`src/rtl/arb_pkg.sv`:
```
// arb_pkg: shared types and default widths for the cache arbiter
//   arb_state_t : arbiter FSM states
//   req_id_t    : requester identity (instruction or data cache)
//   ADDR_W_DEF / LINE_W_DEF : default address and line widths
package arb_pkg;
    localparam int ADDR_W_DEF = 32;
    localparam int LINE_W_DEF = 256;
    typedef enum logic [1:0] {IDLE, SERVE_I, SERVE_D, RELEASE} arb_state_t;
    typedef enum logic {REQ_I, REQ_D} req_id_t;
endpackage

```
`src/rtl/arb_grant_select.sv`:
```
// arb_grant_select: combinational winner selection between I and D requesters
//   i_req, d_req : requester activity
//   last         : requester granted most recently
//   winner       : requester to grant (meaningful only when a request is active)
// Macro ARB_ROUND_ROBIN_EN: simultaneous requests alternate using last;
// otherwise the data cache always wins a tie.
module arb_grant_select import arb_pkg::*; (
    input  logic    i_req,
    input  logic    d_req,
    input  req_id_t last,
    output req_id_t winner
);
    req_id_t tie_pick;
`ifdef ARB_ROUND_ROBIN_EN
    assign tie_pick = (last == REQ_D) ? REQ_I : REQ_D;
`else
    logic unused_last;
    assign unused_last = last;
    assign tie_pick = REQ_D;
`endif
    assign winner = (i_req && !d_req) ? REQ_I : (d_req && !i_req) ? REQ_D : tie_pick;
endmodule

```
`src/rtl/cache_arbiter.sv`:
```
// cache_arbiter: shares one physical-memory port between I-cache and D-cache
//   clk, rst_n (async, active-low)
//   i_pmem_*   : I-cache read port (read, address, resp, rdata)
//   d_pmem_*   : D-cache read/writeback port (read, write, address, wdata, resp, rdata)
//   pmem_*     : physical-memory port (read, write, address, wdata, resp, rdata)
// Macro ARB_ROUND_ROBIN_EN: alternate grants on simultaneous requests
// (default build: D-cache has fixed priority).
module cache_arbiter import arb_pkg::*; #(
    parameter int ADDR_W = ADDR_W_DEF,
    parameter int LINE_W = LINE_W_DEF
) (
    input  logic              clk,
    input  logic              rst_n,
    input  logic              i_pmem_read,
    input  logic [ADDR_W-1:0] i_pmem_address,
    output logic              i_pmem_resp,
    output logic [LINE_W-1:0] i_pmem_rdata,
    input  logic              d_pmem_read,
    input  logic              d_pmem_write,
    input  logic [ADDR_W-1:0] d_pmem_address,
    input  logic [LINE_W-1:0] d_pmem_wdata,
    output logic              d_pmem_resp,
    output logic [LINE_W-1:0] d_pmem_rdata,
    output logic              pmem_read,
    output logic              pmem_write,
    output logic [ADDR_W-1:0] pmem_address,
    output logic [LINE_W-1:0] pmem_wdata,
    input  logic              pmem_resp,
    input  logic [LINE_W-1:0] pmem_rdata
);
    arb_state_t state, next;
    req_id_t    last, winner;
    logic       i_act, d_act;

    assign i_act = i_pmem_read;
    assign d_act = d_pmem_read || d_pmem_write;

    arb_grant_select u_sel (
        .i_req  (i_act),
        .d_req  (d_act),
        .last   (last),
        .winner (winner)
    );

    always_ff @(posedge clk or negedge rst_n) begin
        if (!rst_n) state <= IDLE;
        else        state <= next;
    end

`ifdef ARB_ROUND_ROBIN_EN
    always_ff @(posedge clk or negedge rst_n) begin
        if (!rst_n)                          last <= REQ_I;
        else if (state == IDLE && (i_act || d_act)) last <= winner;
    end
`else
    assign last = REQ_I;
`endif

    // Outputs decode from state only, so reset zeroes them asynchronously and
    // a stray pmem_resp in IDLE never reaches a requester.
    always_comb begin
        next         = state;
        pmem_read    = 1'b0;
        pmem_write   = 1'b0;
        pmem_address = '0;
        pmem_wdata   = '0;
        i_pmem_resp  = 1'b0;
        i_pmem_rdata = '0;
        d_pmem_resp  = 1'b0;
        d_pmem_rdata = '0;
        case (state)
            IDLE: begin
                if (i_act || d_act) next = (winner == REQ_D) ? SERVE_D : SERVE_I;
            end
            SERVE_I: begin
                pmem_read    = i_pmem_read;
                pmem_address = i_pmem_address;
                i_pmem_resp  = pmem_resp;
                i_pmem_rdata = pmem_rdata;
                if (pmem_resp) next = RELEASE;
            end
            SERVE_D: begin
                // a simultaneous read and write forwards only the writeback
                pmem_write   = d_pmem_write;
                pmem_read    = d_pmem_read && !d_pmem_write;
                pmem_address = d_pmem_address;
                pmem_wdata   = d_pmem_wdata;
                d_pmem_resp  = pmem_resp;
                d_pmem_rdata = pmem_rdata;
                if (pmem_resp) next = RELEASE;
            end
            RELEASE: next = IDLE;
        endcase
    end

    assert property (@(posedge clk) disable iff (!rst_n) !(d_pmem_read && d_pmem_write))
        else $warning("cache_arbiter: D-cache read and write raised together, write forwarded");
endmodule

```
`config.mk`:
```
export PLATFORM = sky130hd
export DESIGN_NAME = cache_arbiter
export DESIGN_NICKNAME = d
export VERILOG_FILES = /design/src/rtl/arb_pkg.sv /design/src/rtl/arb_grant_select.sv /design/src/rtl/cache_arbiter.sv
export SDC_FILE = /design/constraint.sdc
export NUM_CORES = 1
export LEC_CHECK = 0
export ABC_AREA = 1
export BUFFER_PORTS_ARGS = -buffer_cell sky130_fd_sc_hd__buf_2
export CORE_AREA = 2 2 545 547
export DETAILED_ROUTE_END_ITERATION = 16
export DIE_AREA = 0 0 547 549
export GPL_TIMING_DRIVEN = 1
export PLACE_DENSITY_LB_ADDON = 0.1
export SKIP_CTS_REPAIR_TIMING = 1
export SYNTH_ARGS = -nofsm -noshare
export SYNTH_HDL_FRONTEND = slang
export SYNTH_SLANG_ARGS = --single-unit
export TNS_END_PERCENT = 30
```
`constraint.sdc`:
```
create_clock -name clk -period 1.25 [get_ports clk]
set_input_delay 0.0625 -clock clk [delete_from_list [all_inputs] [get_ports clk]]
set_output_delay 0.0625 -clock clk [all_outputs]
set_load 0.03 [all_outputs]
```
==> Word-level counts from Yosys, hierarchy flattened <==
Index checks and enable logic that the tools add are counted.
{ "totals": {"ff_bits": 2, "wordCells": 27} }
{ "classes": {"eq_ne": 5, "muxes": 12, "reduce_logical": 9} }
{ "op_table": {"columns": ["operator", "count"], "rows": [
  ["$mux 256", 3],
  ["$pmux 32 s2", 1],
  ["$mux 2", 3],
  ["$pmux 2 s3", 1],
  ["$eq 2x2->1 const B", 2],
  ["$mux 1", 3],
  ["$eq 2x1->1 const B", 1],
  ["$logic_and 1x1->1", 2],
  ["$logic_not 1->1", 2],
  ["$logic_not 2->1", 1],
  ["$logic_or 1x1->1", 2],
  ["$ne 2x1->1 const B", 1],
  ["$ne 2x2->1 const B", 1],
  ["$pmux 1 s2", 1],
  ["$reduce_and 2->1", 1],
  ["$reduce_or 2->1", 1]
]} }

==> Logic depth before layout (Yosys ltp) <==
{ "logic_depth": {"depth_word": 6, "ltp_mapped": 8, "mapped_depth_nobuf": 8} }

==> Modules after synthesis <==
From an unflattened synthesis, not the netlist that was laid out.
{ "unflattened": {"hier_cells": 1770, "hier_area_um2": 7054.3} }
{ "by_module_without_submodules": {"columns": ["mod", "instances", "cells_per_inst", "area_per_inst_um2"], "rows": [
  ["cache_arbiter", 1, 1768, 7046.8],
  ["arb_grant_select", 1, 2, 7.5]
]} }

==> Worst setup path after synthesis <==
No wires, ideal clock.
{ "synth_timing": {"kind": "reg-to-output", "from": "register state[0]", "to": "output port pmem_address[24]", "arrival_ns": 1.497, "t_required_ns": 1.188, "path_slack_ns": -0.310, "stages_incl_launch_ff": 8, "cell_sequence": "dfrtp_1 inv_1 ha_1 buf_2 buf_6 buf_6 nand2_1 a21oi_1"} }
{ "synth_via": {"elab_chain_cells": 2, "elab_cells_between_ends": 3} }
{ "synth_rtl": {"columns": ["element", "line", "rtl"], "rows": [
  ["from (decl)", "cache_arbiter.sv:31", "arb_state_t state, next;"],
  ["from (signal assigned)", "cache_arbiter.sv:47", "else state <= next;"],
  ["$eq 2x2->1 or $eq 2x1->1 (tied branches)", "cache_arbiter.sv:71", "case (state)"],
  ["$pmux 32 s2 (*)", "cache_arbiter.sv:71", null],
  ["to (decl)", "cache_arbiter.sv:26", "output logic [ADDR_W-1:0] pmem_address,"]
]} }
Every way passes the cells marked *; elsewhere a longest branch is shown, timed or not.

==> Final worst setup path <==
{ "layout_timing": {"from": "register state[0]", "to": "output port pmem_address[5]"} }
Same word-level chain as after synthesis.

==> results.json <==
{
  "yosysWarnings": 0,
  "yosysMostFrequentCell": "nand2_1",
  "r2r_slack_ns": -0.43,
  "min_path_cells": 5,
  "drt_iter0_markers": 762,
  "hold_start": "i_pmem_read",
  "grt-ovfl-total": 0,
  "power.density_mw_per_mm2": 2550,
  "synth_area_per_cell_sq_um": 3.982,
  "ant_nets": 0,
  "tns_ns": -440.35,
  "clock_path_buffers": 2,
  "reg2reg_to": "state[0]",
  "yosysSeqAreaShare": 0.007125,
  "first_pass_iters": 5,
  "irDropWorstVdd_uv": 859.1,
  "ios": 1386,
  "largest_reg_flops": 2,
  "clock-sinks": 2,
  "yosys-top-cells-area": "nand2_1 45%, inv_1 40%, buf_4 6.4%",
  "syn_area_sq_mm": 0.007024,
  "coreArea_sq_mm": 0.2950,
  "ctsRootBufferMaster": "clkbuf_16",
  "yosys.area.top_type": "nand2_1",
  "min_period_ns": 1.932,
  "ys.flop_type": "dfrtp_1",
  "multiInputGateArea_sq_mm": 0.003886,
  "syn-num-nets": 2349,
  "grt_max_degree": 49,
  "grt_antenna_before_repair": 238,
  "tritoncts": "built",
  "p_leak_nw": 15.94,
  "routed_wl_mm": 182.7,
  "top_regs": "state: 2 flops",
  "area_growth_pct": 248.1,
  "violations": "negative setup slack",
  "fp.dieH_microns": 549,
  "worst_pin_slew_ns": 0.2653,
  "endpoint_kind": "primary output",
  "die_w_microns": 547,
  "dp_cells": 7072,
  "setup_violations": 806,
  "drc": 0,
  "period_share": 1.546,
  "required_ns": 1.19,
  "vias_per_cell": 2.306,
  "clk_pin_slew_ns": 0.03,
  "relSlewSlack": 0.8225,
  "maxCapViolations": 0,
  "htree_levels": 1,
  "hold_path_class": "in -> reg",
  "io_buffers": 1385,
  "crit_start": "state[0]",
  "min_to": "state[0]",
  "regArea_sq_um": 50.05,
  "syn_inst": 1764,
  "dieArea_sq_mm": 0.3003,
  "finalMaxSlewViolations": 0,
  "synth_top_cell_area_share": 0.4526,
  "status": "complete, but fails checks",
  "async_flop_share": 1.000,
  "fin_cells": 7159,
  "gp_congestion": 0.9794,
  "final_util": 0.08287,
  "rr_startpoint": "state[0]",
  "grt_pass1_wl_mm": 213.3,
  "start_util": 0.02381,
  "nets": 3761,
  "rr_worst_depth": 10,
  "cp-start-kind": "flop",
  "vias": 16512,
  "fmax_mhz": 517.5,
  "ys_seq_elements": 2,
  "worst_slack_ns": -0.6822,
  "rows": 200,
  "crit_type": "reg -> out",
  "drive_above_1_share": 0.5567,
  "crit_path_max_fanout": 10,
  "grt_pass1_vias": 16107,
  "clk_latency_ns": 0.22,
  "synth-edff-count": 0,
  "cts_buffers": 3,
  "drt-wirelength-per-cell_microns": 25.51,
  "fin_skew_ns": 0.001005,
  "fillCellCount": 35291,
  "grt_usage": 0.1136,
  "hold_viol_final": 0,
  "ys_types": 13,
  "arrival_ns": 1.87,
  "regMostFlops": "state",
  "dp_hpwl_mm": 171.9,
  "rsz0062_at_grt": "true",
  "synth_common_cells": "847 x nand2_1, 755 x inv_1, 60 x buf_4"
}
==> layout make-up <==
cell class / count / area share
antenna: 46 / 0.004708
timing repair buffer: 1503 / 0.5104
sequential: 2 / 0.002047
clock buffer: 3 / 0.003070
multi-input combinational: 890 / 0.1589
tap: 3939 / 0.2016
inverter: 776 / 0.1192
==> kinds of logic after synthesis <==
| logic type | after synthesis | share of synthesized area |
|---|---|---|
| buffers and inverters | 872 | 0.5066 |
| and+or+nand+nor | 853 | 0.4567 |
| AOI/OAI and AO/OA | 34 | 0.02422 |
| adders and majority gates | 3 | 0.005344 |
| DFF | 2 | 0.007125 |
==> worst max path at each step <==
| stage | to | slack, ns | cells past startpoint |
|---|---|---|---|
| 3_3_place_gp | pmem_wdata[183] | -0.78 | 7 |
| 5_1_grt | pmem_address[7] | -0.75 | 8 |
| 2_1_floorplan | pmem_address[25] | -0.07 | 7 |
| 6_report | pmem_address[5] | -0.68 | 8 |
| 3_5_place_dp | pmem_wdata[183] | -0.77 | 7 |
| 4_1_cts | pmem_wdata[183] | -1.01 | 7 |
==> cells in the final DEF, fill, tap and decap left out, drive strengths merged <==
cell	count
inv	776
nand3b	1
clkbuf	41
dfrtp	2
a21oi	34
nor2	3
buf	1464
ha	3
dlygate4sd3	1
nand3	2
diode	46
nand2	847
==> metal layers <==
layer  global-route usage  wire length [microns]  up-vias
met3              0.08246                  30280      351
met2               0.1793                  79170     1288
met4              0.01013                   2763      142
met1               0.1267                  69520     7361
met5                    0                    916        -
li1                     -                      -     7370
==> through the flow <==
step                      total power [mW]  hold slack (ns)  setup slack (ns)  instance area, sq um
after global placement               59.37          -0.1336           -0.7816                 23070
after detailed placement             59.11          -0.1377           -0.7674                 23070
after CTS                            59.75          -0.3718            -1.013                 23150
final                                62.34           0.2285           -0.6822                 24450
after global routing                 66.41           0.2841           -0.7548                 24370
after floorplan                      28.36          -0.2331          -0.07090                  7465
==> critical path, cell delays in order, from the launching register on <==
cell,delay [ns]
dfrtp_1,0.38
inv_2,0.09
ha_4,0.17
buf_12,0.15
buf_16,0.17
buf_6,0.15
nand2_1,0.09
a21oi_4,0.24
buf_12,0.18
==> power by group <==
group | internal [mW] | total, mW | switching (mW) | leakage, nW
Combinational | 22.0 | 61.7 | 39.7 | 15.9
Clock | 0.407 | 0.478 | 0.0713 | 0.0373
Sequential | 0.102 | 0.136 | 0.0341 | 0.0239
Total | 22.5 | 62.3 | 39.8 | 15.9
Power figures use the tool's default switching activity.
